File: src/rtl/pipeline_front_regs.sv
// -----------------------------------------------------------------------------
// pipeline_front_regs
//   Front-end pipeline register bank of the 5-stage MIPS core: PC, IF/ID and
//   ID/EX registers, with stall / flush / branch-redirect handling, saturating
//   stall / squash / bubble counters and a sticky protocol-error flag.
//
// Ports
//   clk, reset_n             clock, asynchronous active-low reset
//   StallF, StallD, FlushE   hazard-unit controls
//   PCSrcD, PCBranchD        decode-stage branch redirect and target
//   InstrF                   instruction fetched at PCF
//   RD1D, RD2D, SignImmD     decode-stage operands
//   RsD, RtD, RdD, CtrlD     decode-stage register fields and control bundle
//   PCF, PCPlus4F            fetch PC and PC+4 (PCPlus4F is combinational)
//   InstrD, PCPlus4D, ValidD IF/ID contents
//   RD1E .. CtrlE, ValidE    ID/EX contents
//   stall_cnt, squash_cnt,
//   bubble_cnt               saturating performance counters
//   proto_err                sticky illegal-control-combination flag
// -----------------------------------------------------------------------------
module pipeline_front_regs #(
   parameter logic [31:0] RESET_PC = 32'h0000_0000,
   parameter int unsigned CNT_W    = 16
) (
   input  logic             clk,
   input  logic             reset_n,
   input  logic             StallF,
   input  logic             StallD,
   input  logic             FlushE,
   input  logic             PCSrcD,
   input  logic [31:0]      PCBranchD,
   input  logic [31:0]      InstrF,
   input  logic [31:0]      RD1D,
   input  logic [31:0]      RD2D,
   input  logic [31:0]      SignImmD,
   input  logic [4:0]       RsD,
   input  logic [4:0]       RtD,
   input  logic [4:0]       RdD,
   input  logic [7:0]       CtrlD,
   output logic [31:0]      PCF,
   output logic [31:0]      PCPlus4F,
   output logic [31:0]      InstrD,
   output logic [31:0]      PCPlus4D,
   output logic             ValidD,
   output logic [31:0]      RD1E,
   output logic [31:0]      RD2E,
   output logic [31:0]      SignImmE,
   output logic [4:0]       RsE,
   output logic [4:0]       RtE,
   output logic [4:0]       RdE,
   output logic [7:0]       CtrlE,
   output logic             ValidE,
   output logic [CNT_W-1:0] stall_cnt,
   output logic [CNT_W-1:0] squash_cnt,
   output logic [CNT_W-1:0] bubble_cnt,
   output logic             proto_err
);

   logic [31:0]      r_pcf;
   logic [31:0]      w_pcplus4f;
   logic [31:0]      r_instr_d;
   logic [31:0]      r_pcplus4_d;
   logic             r_valid_d;
   logic [31:0]      r_rd1_e;
   logic [31:0]      r_rd2_e;
   logic [31:0]      r_simm_e;
   logic [4:0]       r_rs_e;
   logic [4:0]       r_rt_e;
   logic [4:0]       r_rd_e;
   logic [7:0]       r_ctrl_e;
   logic             r_valid_e;
   logic [CNT_W-1:0] r_stall_cnt;
   logic [CNT_W-1:0] r_squash_cnt;
   logic [CNT_W-1:0] r_bubble_cnt;
   logic             r_proto_err;
   logic             w_squash;
   logic             w_proto_bad;

   assign w_pcplus4f  = r_pcf + 32'd4;
   // Squash only counts when the IF/ID register is actually cleared.
   assign w_squash    = PCSrcD & ~StallD;
   // A stalled decode without an EX bubble would issue the same instruction twice.
   assign w_proto_bad = (StallF ^ StallD) | (StallD & ~FlushE);

   // PC
   always_ff @(posedge clk or negedge reset_n) begin
      if (!reset_n) begin
         r_pcf <= RESET_PC;
      end else if (!StallF) begin
         r_pcf <= PCSrcD ? PCBranchD : w_pcplus4f;
      end
   end

   // IF/ID: stall has priority over the branch squash
   always_ff @(posedge clk or negedge reset_n) begin
      if (!reset_n) begin
         r_instr_d   <= '0;
         r_pcplus4_d <= '0;
         r_valid_d   <= 1'b0;
      end else if (StallD) begin
         r_instr_d   <= r_instr_d;
         r_pcplus4_d <= r_pcplus4_d;
         r_valid_d   <= r_valid_d;
      end else if (PCSrcD) begin
         r_instr_d   <= '0;
         r_pcplus4_d <= '0;
         r_valid_d   <= 1'b0;
      end else begin
         r_instr_d   <= InstrF;
         r_pcplus4_d <= w_pcplus4f;
         r_valid_d   <= 1'b1;
      end
   end

   // ID/EX: no stall; a flush inserts an all-zero bubble (CtrlE=0 means no writes)
   always_ff @(posedge clk or negedge reset_n) begin
      if (!reset_n) begin
         r_rd1_e   <= '0;
         r_rd2_e   <= '0;
         r_simm_e  <= '0;
         r_rs_e    <= '0;
         r_rt_e    <= '0;
         r_rd_e    <= '0;
         r_ctrl_e  <= '0;
         r_valid_e <= 1'b0;
      end else if (FlushE) begin
         r_rd1_e   <= '0;
         r_rd2_e   <= '0;
         r_simm_e  <= '0;
         r_rs_e    <= '0;
         r_rt_e    <= '0;
         r_rd_e    <= '0;
         r_ctrl_e  <= '0;
         r_valid_e <= 1'b0;
      end else begin
         r_rd1_e   <= RD1D;
         r_rd2_e   <= RD2D;
         r_simm_e  <= SignImmD;
         r_rs_e    <= RsD;
         r_rt_e    <= RtD;
         r_rd_e    <= RdD;
         r_ctrl_e  <= CtrlD;
         r_valid_e <= r_valid_d;
      end
   end

   // Saturating counters and sticky protocol flag
   always_ff @(posedge clk or negedge reset_n) begin
      if (!reset_n) begin
         r_stall_cnt  <= '0;
         r_squash_cnt <= '0;
         r_bubble_cnt <= '0;
         r_proto_err  <= 1'b0;
      end else begin
         if (StallD && (r_stall_cnt != '1)) begin
            r_stall_cnt <= r_stall_cnt + 1'b1;
         end
         if (w_squash && (r_squash_cnt != '1)) begin
            r_squash_cnt <= r_squash_cnt + 1'b1;
         end
         if (FlushE && (r_bubble_cnt != '1)) begin
            r_bubble_cnt <= r_bubble_cnt + 1'b1;
         end
         if (w_proto_bad) begin
            r_proto_err <= 1'b1;
         end
      end
   end

   assign PCF        = r_pcf;
   assign PCPlus4F   = w_pcplus4f;
   assign InstrD     = r_instr_d;
   assign PCPlus4D   = r_pcplus4_d;
   assign ValidD     = r_valid_d;
   assign RD1E       = r_rd1_e;
   assign RD2E       = r_rd2_e;
   assign SignImmE   = r_simm_e;
   assign RsE        = r_rs_e;
   assign RtE        = r_rt_e;
   assign RdE        = r_rd_e;
   assign CtrlE      = r_ctrl_e;
   assign ValidE     = r_valid_e;
   assign stall_cnt  = r_stall_cnt;
   assign squash_cnt = r_squash_cnt;
   assign bubble_cnt = r_bubble_cnt;
   assign proto_err  = r_proto_err;

endmodule

File: config.mk
export PLATFORM = sky130hd
export DESIGN_NAME = pipeline_front_regs
export DESIGN_NICKNAME = d
export VERILOG_FILES = /design/src/rtl/pipeline_front_regs.sv
export SDC_FILE = /design/constraint.sdc
export NUM_CORES = 1
export LEC_CHECK = 0
export ABC_AREA = 1
export BUFFER_PORTS_ARGS = -buffer_cell sky130_fd_sc_hd__buf_2
export CAP_MARGIN = 20
export CORE_AREA = 2 2 192 194
export CTS_CLUSTER_DIAMETER = 120
export CTS_CLUSTER_SIZE = 25
export DETAILED_ROUTE_END_ITERATION = 8
export DIE_AREA = 0 0 194 196
export GPL_ROUTABILITY_DRIVEN = 0
export PLACE_DENSITY = 0.62
export SYNTH_ARGS = -nofsm -noshare
export SYNTH_HDL_FRONTEND = slang
export SYNTH_SLANG_ARGS = --single-unit
File: constraint.sdc
create_clock -name clk -period 3.53 [get_ports clk]
set_clock_uncertainty 0.15 [all_clocks]
set_input_delay 0.5295 -clock clk [delete_from_list [all_inputs] [get_ports clk]]
set_output_delay 0.5295 -clock clk [all_outputs]
set_load 0.05 [all_outputs]
## Word-level counts from Yosys, hierarchy flattened

Index checks and enable logic that the tools add are counted.

- Flip-flop bits (word level): 266
- Latch bits: 0
- Bits in writable memories: 0
- ROM bits: 0
- Output and inout port bits: 298
- Logic and storage cells: 44
- Memories kept: 0

- $add $sub $neg: 4
- $mul: 0
- Divide/modulo/power cells: 0
- $lt $le $gt $ge: 0
- Equality and inequality tests: 3
- Shift operators: 0
- Mux-type cells: 12
- Bitwise gates (word level): 6
- Reduce and logical (&&, ||, !) cells: 3

Operators by type and width:

| cell | count |
|---|---|
| $mux W32 | 6 |
| $add A16 B1 Y16 const B | 3 |
| $ne A16 B16 Y1 const B | 3 |
| $add A32 B3 Y32 const B | 1 |
| $mux W5 | 3 |
| $mux W8 | 1 |
| $logic_and A1 B1 Y1 | 3 |
| $and A1 B1 Y1 | 2 |
| $mux W1 | 2 |
| $not A1 Y1 | 2 |
| $or A1 B1 Y1 | 1 |
| $xor A1 B1 Y1 | 1 |

## Longest topological paths before layout

Gate-level depths: netlist of the first run.

- Depth after elaboration: 3
- Gate-level depth with buffers: 11
- Mapped depth without buffers: 11

## Least setup slack after synthesis of the first run

OpenSTA, ideal clock, no wires.

- Kind: register -> output
- Start: register r_pcf[2], in the netlist PCF[2]
- End: output PCPlus4F[8]
- Arrival time: 2.305 ns
- Slack: 0.546 ns
- Stages on the path, launching flop included: 6
- Buffers on the path: 0
- Cells stage by stage: dfrtp_1 -> ha_1 -> nand2_1 -> nor2_4 -> nand3_1 -> xnor2_1

- Longest elaborated chain between the ends: 1

RTL lines:

| element | RTL line | RTL |
|---|---|---|
| start: declaration | 59 | `logic [31:0] r_pcf;` |
| start signal: assignment | 90 | `r_pcf <= PCSrcD ? PCBranchD : w_pcplus4f;` |
| $add A32 B3 Y32 | 79 | `assign w_pcplus4f = r_pcf + 32'd4;` |
| end: declaration | 41 | `output logic [31:0] PCPlus4F,` |

No other way between the ends.

## Worst setup path after layout of the first run

- Start: register r_pcf[2], in the netlist PCF[2]
- End: output PCPlus4F[12]

The elaborated chain is that of the path after synthesis.

==> impl_metrics.py, run 1 <==
metrics = {
    "status": {
        "status": "completed",
    },
    "synth": {
        "yosysSeqAreaShare_pct": 58.1,
        "postSynthAreaPerCell_sq_um": 9.28,
        "post-synth-top-count-cell": "dfrtp_1",
        "ys_types": 42,
        "synth_edf_count": 0,
        "synth_nets": 1428,
        "ys.warnings.count": 0,
        "synth_top_area_share_pct": 58.1,
        "synth_ff_type": "dfrtp_1",
        "netlist_area_sq_um": 11500,
        "synth_area_leaders": "dfrtp_1, nand2_1, inv_1, nor2_1, a22o_1",
        "ys_ff_latch": 266,
        "yosys.area.top_type": "dfrtp_1",
        "ys_async_sr_fraction_pct": 100,
        "syn-instance-count": 1235,
        "ys_top_cells_by_count": "dfrtp_1, nand2_1, inv_1",
    },
    "die": {
        "die_h_microns": 196,
        "start_util_pct": 31.8,
        "fp.dieArea_sq_um": 38000,
        "coreArea_sq_um": 36100,
        "io_pins": 487,
        "rows": 70,
        "dieWidth_microns": 194,
    },
    "clock_network": {
        "cts_sinks": 266,
        "h-tree-depth": 1,
        "clockRootBuffer": "clkbuf_16",
        "clock_path_buffers": 3,
        "cts_setup_buffers": 0,
        "clock_latency_ps": 500,
        "cts_inserted_buffers": 14,
        "cts_tree": "yes",
        "ctsResizeCount": 0,
        "clk_pin_slew_ps": 100,
    },
    "setup_path": {
        "end_kind": "output port",
        "cpMostUsedCell": "nor2_4",
        "worst-setup-path-type": "reg -> out",
        "critPathBufInv": 1,
        "worstPathMaxFanout": 6,
        "cpMaxStageDelayCell": "dfrtp_1",
        "slowest_delay_ps": 440,
        "cp_top_family": "simple AND/OR/NAND/NOR gates",
        "crit_required_ps": 2850,
        "critPathArrivalTime_ps": 2340,
        "cp-start-kind": "flip-flop",
        "crit_chain": "ha_1 > nand2_1 > nor2_4 > nand2_4 > nor2_4 > xor2_1 > buf_2",
    },
    "cells_and_area": {
        "multi_input_area_sq_um": 3800,
        "drive_gt1_share_pct": 34.1,
        "num-fill-cells": 3664,
        "seq_area_sq_um": 6660,
        "fin_nets": 1898,
        "area_growth_syn_to_layout_pct": 29.3,
        "stdcell_area_sq_um": 14800,
        "final_cells": 2179,
        "fin_util_pct": 41.1,
    },
    "global_route": {
        "grt_pass1_wl_mm": 55.0,
        "busiest_layer": "met2",
        "grt_max_degree": 122,
        "use_met3_pct": 4.52,
        "use_met1_pct": 22.7,
        "use_met2_pct": 30.7,
        "grt_antenna_before_repair": 6,
        "overflow": 0,
        "first_global_vias": 9916,
        "grtUsageTotal_pct": 17.9,
    },
    "timing": {
        "period_needed_ps": 3020,
        "drv_slew": 0,
        "tns_ps": 0,
        "setup_viol": 0,
        "setup_slack_ps": 510,
        "tightest_slew_ps": 953,
        "fin_crit_sh_pct": 85.6,
        "finalHoldViolations": 0,
        "relSlewSlack_pct": 36.3,
        "fmax_ghz": 0.331,
        "rsz0062_at_grt": "no",
        "hold_ws_ps": 64.8,
    },
    "power": {
        "p_leak_nw": 8.28,
        "sw_frac_of_total_pct": 42.9,
        "power.net_switching_mw": 3.64,
        "power.share.clock_pct": 21.0,
        "power_frac_seq_pct": 43.9,
        "comb_power_share_pct": 35.1,
        "fin_total_pwr_mw": 8.48,
        "power.internal_mw": 4.84,
        "power_density_nw_per_um2": 572,
        "ir_drop_uv": 487,
    },
    "placed_design": {
        "dp_hpwl_mm": 26.5,
        "dp.cells": 2156,
        "post-place-ws_ps": 1010,
        "portBuffers": 486,
        "placed_cell_area_sq_um": 14400,
    },
    "min_path": {
        "hold_class": "in -> reg",
    },
    "drt": {
        "via_per_inst": 4.53,
        "vias": 9868,
        "initialDrtViolationCount": 480,
        "firstDrtPassIters": 5,
        "drtAntennaViolNets": 0,
        "wl_per_cell_microns": 16.0,
        "drt_wl_total_mm": 35.0,
        "drc": 0,
    },
    "flow_run": {
        "maxCapViolations": 0,
    },
}
## final timing paths
path                            slack [ps]                      start                   endpoint  cells past startpoint
min in group asynchronous              510                    reset_n           RdE[0]$_DFF_PN0_                      2
worst max register to register        1210  squash_cnt[0]$_DFFE_PN0P_  squash_cnt[0]$_DFFE_PN0P_                      8
worst min register to register         340   PCPlus4D[25]$_DFFE_PN0N_   PCPlus4D[25]$_DFFE_PN0N_                      2
worst max-delay path                   510         PCF[2]$_DFFE_PN0N_               PCPlus4F[12]                      7
max in group asynchronous             1810                    reset_n     SignImmE[13]$_DFF_PN0_                      3
worst min-delay path                    60                   RD1D[24]         RD1E[24]$_DFF_PN0_                      3
## registers in the layout (all words and copies together) (netlist names)
register    cells
InstrD         32
PCF            32
PCPlus4D       32
RD1E           32
RD2E           32
SignImmE       32
bubble_cnt     16
squash_cnt     16
stall_cnt      16
CtrlE           8
RdE             5
RsE             5
RtE             5
ValidD          1
ValidE          1
proto_err       1
## cell families (layout without fill, tap and decap cells)
logic type | after synthesis | count (layout) | synth area share, %
mux | 2 | 2 | 0.196
buf+inv | 257 | 728 | 8.83
fa+ha+maj | 4 | 4 | 0.437
xor+xnor | 47 | 47 | 3.92
compound gates | 147 | 147 | 8.93
simple gates | 512 | 512 | 19.6
other cells | 0 | 5 | 0
flops | 266 | 266 | 58.1
## repair_timing
action / in CTS / in global routing
setup endpoints to repair: 0 / 0
hold endpoints to repair: 85 / 0
hold buffers: 1 / 0
## power by group through the flow
stage,clock network [mW],logic (mW),registers (mW)
after global routing,1.96,3.17,3.78
after detailed placement,0,3.00,3.78
final,1.78,2.98,3.72
after CTS,1.87,3.00,3.72
after global placement,0,2.97,3.77
after floorplan,0,0.966,4.91
## worst min-delay path: cells and delay by family
kind	cells	cell delay, ps
buffers and inverters	2	140
and+or+nand+nor	1	30
## area by class of cell
cell class,instances,area share [%]
Sequential cell,266,44.9
Inverter,215,5.44
Timing Repair Buffer,496,17.4
Multi-Input combinational cell,712,25.6
Tap cell,468,3.95
Clock inverter,1,0.0591
Antenna cell,5,0.0844
Clock buffer,16,2.56
## routing by layer
metal  part of all wire (%)  up-vias
met5                  0.037        -
met4                    2.3        2
met3                    8.3       48
met2                     49      420
met1                     41     4663
li1                       -     4735
## placed cells by master, fill, tap and decap left out, types with 6 or more instances in the layout
cell / instances
o21ai_0: 22
nand4_1: 10
o22ai_1: 19
nand2_2: 12
nand3b_1: 6
buf_2: 484
xnor2_1: 13
nor2_2: 9
nor2_4: 12
buf_4: 6
a21oi_1: 14
nor2_1: 178
nand2_1: 223
nand3_1: 35
a22o_1: 39
nor3_1: 16
o21bai_1: 14
xor2_1: 29
dfrtp_1: 266
o21ai_2: 12
inv_1: 209
clkbuf_16: 15
o21ai_1: 17
Power figures use the tool's default switching activity.
==> run 2, diff against run 1 <==
--- a/config.mk
+++ b/config.mk
@@ -15,6 +15,7 @@
 export DIE_AREA = 0 0 194 196
 export GPL_ROUTABILITY_DRIVEN = 0
 export PLACE_DENSITY = 0.62
+export SLEW_MARGIN = 20
 export SYNTH_ARGS = -nofsm -noshare
 export SYNTH_HDL_FRONTEND = slang
 export SYNTH_SLANG_ARGS = --single-unit
==> constraint.sdc (replaced) <==
create_clock -name clk -period 3.53 [get_ports clk]
set_clock_uncertainty 0.15 [all_clocks]
set_input_delay 0.706 -clock clk [delete_from_list [all_inputs] [get_ports clk]]
set_output_delay 0.706 -clock clk [all_outputs]
set_load 0.05 [all_outputs]
==> impl_metrics.py, run 2 (synthesis results as in run 1) <==
metrics = {
    "setup_path": {
        "end_kind": "output port",
        "cpMostUsedCell": "nor2_4",
        "critPathArrivalTime_ps": 2370,
        "crit_chain": "ha_1 > nand2_1 > nor2_4 > nand2_4 > nor2_4 > xor2_1 > buf_2",
        "cp-start-kind": "flip-flop",
        "slowest_delay_ps": 460,
        "worstPathMaxFanout": 6,
        "ff2ff_setup_slack_ps": 1120,
        "crit_required_ps": 2670,
        "cpMaxStageDelayCell": "dfrtp_1",
        "worst-setup-path-type": "reg -> out",
        "rr_worst_depth": 9,
    },
    "drt": {
        "vias": 9753,
        "drt_wl_total_mm": 34.6,
        "drtAntennaViolNets": 0,
        "via_per_inst": 4.48,
        "drc": 0,
        "wl_per_cell_microns": 15.9,
        "initialDrtViolationCount": 431,
        "firstDrtPassIters": 4,
    },
    "timing": {
        "tightest_slew_ps": 915,
        "fmax_ghz": 0.310,
        "finalHoldViolations": 0,
        "fin_crit_sh_pct": 91.3,
        "tns_ps": 0,
        "relSlewSlack_pct": 38.9,
        "rsz0062_at_grt": "no",
        "setup_viol": 0,
        "period_needed_ps": 3220,
        "drv_slew": 0,
    },
    "placed_design": {
        "dp_hpwl_mm": 26.6,
        "portBuffers": 486,
    },
    "cells_and_area": {
        "drive_gt1_share_pct": 34.3,
        "most-common-layout-cells": "buf_2, dfrtp_1, nand2_1, inv_1, nor2_1",
        "fin_nets": 1899,
        "area_growth_syn_to_layout_pct": 29.4,
        "layout_commonest_cell": "buf_2",
    },
    "clock_network": {
        "ctsResizeCount": 0,
        "postCtsHoldBufs": 0,
        "clock_latency_ps": 500,
        "h-tree-depth": 1,
        "clock_path_buffers": 3,
        "cts_inserted_buffers": 14,
        "clockRootBuffer": "clkbuf_16",
        "cts_setup_buffers": 0,
        "cts_sinks": 266,
        "cts_tree": "yes",
        "clk_pin_slew_ps": 100,
    },
    "global_route": {
        "grt_max_degree": 122,
        "grt_pass1_wl_mm": 54.5,
        "overflow": 0,
        "first_global_vias": 9852,
        "grtUsageTotal_pct": 17.7,
        "grt_antenna_before_repair": 5,
    },
    "power": {
        "p_leak_nw": 8.29,
        "power_density_nw_per_um2": 571,
        "ir_drop_uv": 456,
        "fin_total_pwr_mw": 8.48,
    },
    "die": {
        "rows": 70,
        "start_util_pct": 31.8,
        "dieWidth_microns": 194,
        "fp.dieArea_sq_um": 38000,
        "coreArea_sq_um": 36100,
        "io_pins": 487,
        "die_h_microns": 196,
    },
    "flow_run": {
        "maxCapViolations": 0,
    },
    "min_path": {
        "hold_class": "in -> async",
    },
    "status": {
        "status": "completed",
    },
}
[run 2: worst paths after layout]
path / start / end
worst max register to register: squash_cnt[0]$_DFFE_PN0P_ / squash_cnt[10]$_DFFE_PN0P_
min in group clk: RD1D[16] / RD1E[16]$_DFF_PN0_
worst min register to register: PCPlus4D[18]$_DFFE_PN0N_ / PCPlus4D[18]$_DFFE_PN0N_
worst max-delay path: PCF[2]$_DFFE_PN0N_ / PCPlus4F[12]
max in group asynchronous: reset_n / RD1E[19]$_DFF_PN0_
worst min-delay path: reset_n / stall_cnt[11]$_DFFE_PN0P_
[run 2: layer usage]
| metal | share of wire (%) | vias to the layer above | global-route usage, % | routed length [microns] |
|---|---|---|---|---|
| li1 | - | 4731 | - | - |
| met1 | 41 | 4589 | 22.6 | 14200 |
| met2 | 49 | 386 | 30.6 | 17000 |
| met3 | 8.0 | 43 | 4.44 | 2770 |
| met4 | 1.6 | 4 | 3.45 | 546 |
| met5 | 0.078 | - | 0 | 27 |
[run 2: power breakdown]
part           switching (mW)  total, mW  internal, mW
registers               0.342       3.72          3.38
logic                    2.29       2.98         0.688
clock network           0.984       1.78         0.793
total                    3.62       8.48          4.86
[run 2: final cells by class]
type | count | area (sq um)
Timing Repair Buffer | 497 | 2580
Sequential cell | 266 | 6660
Inverter | 215 | 807
Multi-Input combinational cell | 712 | 3800
Antenna cell | 3 | 7.51
Tap cell | 468 | 586
Clock buffer | 16 | 389
Clock inverter | 1 | 8.76
Fill cell | 3621 | 21300
[run 2: worst max-delay path, delay by kind of cell (launching register included)]
| family | cells | cell delay [ps] |
|---|---|---|
| xor gates and xnor gates | 1 | 270 |
| adders and majority gates | 1 | 230 |
| buffers and inverters | 1 | 320 |
| DFF | 1 | 460 |
| and+or+nand+nor | 4 | 570 |
[run 2: through the flow]
stage	instances	worst slack (ps)	area (sq um)	util, %	hold WS (ps)
finish	2178	307	14800	41.1	50.4
global route	2177	131	14800	41.1	74.5
CTS	2175	271	14800	41.1	44.5
detailed placement	2158	852	14400	40.0	311
global placement	2158	909	14400	40.0	309
floorplan	1235	369	11500	-	260
==> run 3, diff against run 2 <==
--- a/config.mk
+++ b/config.mk
@@ -8,13 +8,15 @@
 export ABC_AREA = 1
 export BUFFER_PORTS_ARGS = -buffer_cell sky130_fd_sc_hd__buf_2
 export CAP_MARGIN = 20
-export CORE_AREA = 2 2 192 194
+export CORE_AREA = 2 2 190 192
+export CTS_BUF_LIST = sky130_fd_sc_hd__clkbuf_4 sky130_fd_sc_hd__clkbuf_8
 export CTS_CLUSTER_DIAMETER = 120
 export CTS_CLUSTER_SIZE = 25
 export DETAILED_ROUTE_END_ITERATION = 8
-export DIE_AREA = 0 0 194 196
+export DIE_AREA = 0 0 192 194
 export GPL_ROUTABILITY_DRIVEN = 0
-export PLACE_DENSITY = 0.62
+export GPL_TIMING_DRIVEN = 0
+export PLACE_DENSITY = 0.63
 export SLEW_MARGIN = 20
 export SYNTH_ARGS = -nofsm -noshare
 export SYNTH_HDL_FRONTEND = slang
==> impl_metrics.py, run 3 (synthesis results as in run 1) <==
metrics = {
    "global_route": {
        "use_met2_pct": 32.9,
        "grt_pass1_wl_mm": 55.6,
        "overflow": 0,
        "grtUsageTotal_pct": 18.9,
        "grt_antenna_before_repair": 4,
        "use_met3_pct": 4.05,
        "grt_max_degree": 94,
        "busiest_layer": "met2",
        "first_global_vias": 9993,
        "use_met1_pct": 23.6,
    },
    "setup_path": {
        "crit_required_ps": 2670,
        "cpMostUsedCell": "nor2_4",
        "cp_top_family": "simple AND/OR/NAND/NOR gates",
        "worst-setup-path-type": "reg -> out",
        "crit_chain": "ha_1 > nand2_1 > nor2_4 > nand2_4 > nor2_4 > xor2_1 > clkbuf_4",
        "slowest_delay_ps": 450,
        "worstPathMaxFanout": 6,
        "critPathArrivalTime_ps": 2470,
        "path_depth": 7,
        "cp-start-kind": "flip-flop",
        "critPathBufInv": 1,
        "rr_worst_depth": 10,
        "end_kind": "output port",
        "cpMaxStageDelayCell": "dfrtp_2",
    },
    "placed_design": {
        "portBuffers": 486,
        "dp.cells": 2184,
        "dp_hpwl_mm": 28.1,
    },
    "flow_run": {
        "maxCapViolations": 0,
    },
    "drt": {
        "firstDrtPassIters": 5,
        "initialDrtViolationCount": 444,
        "vias": 10033,
        "wl_per_cell_microns": 16.3,
        "drc": 0,
        "via_per_inst": 4.56,
        "drt_wl_total_mm": 35.9,
        "drtAntennaViolNets": 0,
    },
    "min_path": {
        "hold_class": "in -> async",
    },
    "timing": {
        "fmax_ghz": 0.301,
        "period_needed_ps": 3330,
        "drv_slew": 0,
        "tightest_slew_ps": 715,
        "setup_viol": 0,
        "hold_ws_ps": 15.9,
        "relSlewSlack_pct": 52.4,
        "rsz0062_at_grt": "no",
        "finalHoldViolations": 0,
        "fin_crit_sh_pct": 94.2,
    },
    "clock_network": {
        "clock_latency_ps": 550,
        "cts_setup_buffers": 0,
        "h-tree-depth": 1,
        "clk_pin_slew_ps": 140,
        "postCtsHoldBufs": 0,
        "clockRootBuffer": "clkbuf_8",
        "clock_path_buffers": 3,
        "cts_inserted_buffers": 14,
        "ctsResizeCount": 0,
        "cts_tree": "yes",
        "cts_sinks": 266,
    },
    "die": {
        "io_pins": 487,
        "die_h_microns": 194,
        "coreArea_sq_um": 35200,
        "rows": 69,
        "dieWidth_microns": 192,
        "fp.dieArea_sq_um": 37200,
        "start_util_pct": 32.5,
    },
    "cells_and_area": {
        "area_growth_syn_to_layout_pct": 28.8,
        "drive_gt1_share_pct": 33.8,
        "most-common-layout-cells": "buf_2, dfrtp_1, nand2_1, inv_1, nor2_1",
        "layout_commonest_cell": "buf_2",
        "fin_nets": 1932,
        "final_cells": 2202,
        "fin_util_pct": 41.9,
    },
    "power": {
        "ir_drop_uv": 382,
        "p_leak_nw": 8.26,
        "power_density_nw_per_um2": 546,
    },
    "status": {
        "status": "completed",
    },
}
run 3: cell types whose count changed in the layout (fill, tap and decap cells not counted), moves of 2 or more:
cell / change
buf_12: -4
buf_16: +2
buf_2: +5
buf_4: -5
buf_6: +4
clkbuf_1: +30
clkbuf_16: -15
clkbuf_4: +2
clkbuf_8: +14
diode_2: -2
run 3: layout make-up:
cell class              count  area [sq um]
well taps                 461           577
diodes                      1          2.50
fillers                  3545         20500
repair buffers            488          2500
clock inverters             1          8.76
flip-flops and latches    266          6660
multi-input cells         712          3790
plain buffers              42           205
inverters                 215           807
clock buffers              16           214
run 3: per-layer routing:
| metal | wire length, microns | vias to the layer above | part of all wire (%) |
|---|---|---|---|
| li1 | - | 4786 | - |
| met1 | 14400 | 4751 | 40 |
| met2 | 17500 | 434 | 49 |
| met3 | 3080 | 58 | 8.6 |
| met4 | 861 | 4 | 2.4 |
| met5 | 25 | - | 0.070 |
run 3: worst paths after layout:
check,from,endpoint,slack [ps]
worst max register to register,PCF[2]$_DFFE_PN0N_,PCPlus4D[28]$_DFFE_PN0N_,1490
max in group asynchronous,reset_n,squash_cnt[9]$_DFFE_PN0P_,2270
worst max-delay path,PCF[2]$_DFFE_PN0N_,PCPlus4F[12],200
worst min register to register,PCPlus4D[2]$_DFFE_PN0N_,PCPlus4D[2]$_DFFE_PN0N_,340
worst min-delay path,reset_n,ValidE$_DFF_PN0_,20
min in group clk,RD2D[29],RD2E[29]$_DFF_PN0_,180
run 3: power breakdown:
| part | switching [mW] | total (mW) | internal [mW] |
|---|---|---|---|
| registers | 0.340 | 3.72 | 3.38 |
| clock network | 0.947 | 1.35 | 0.407 |
| logic | 2.28 | 2.98 | 0.699 |
run 3: metrics by stage:
step	worst slack (ps)	cell area (sq um)	power, mW	setup TNS, ps
6_report	205	14800	8.06	0
5_1_grt	54.1	14800	8.48	0
4_1_cts	121	14800	8.15	0
3_5_place_dp	628	14500	6.77	0
3_3_place_gp	-3350	14500	6.73	-879860
2_1_floorplan	369	11500	5.87	0
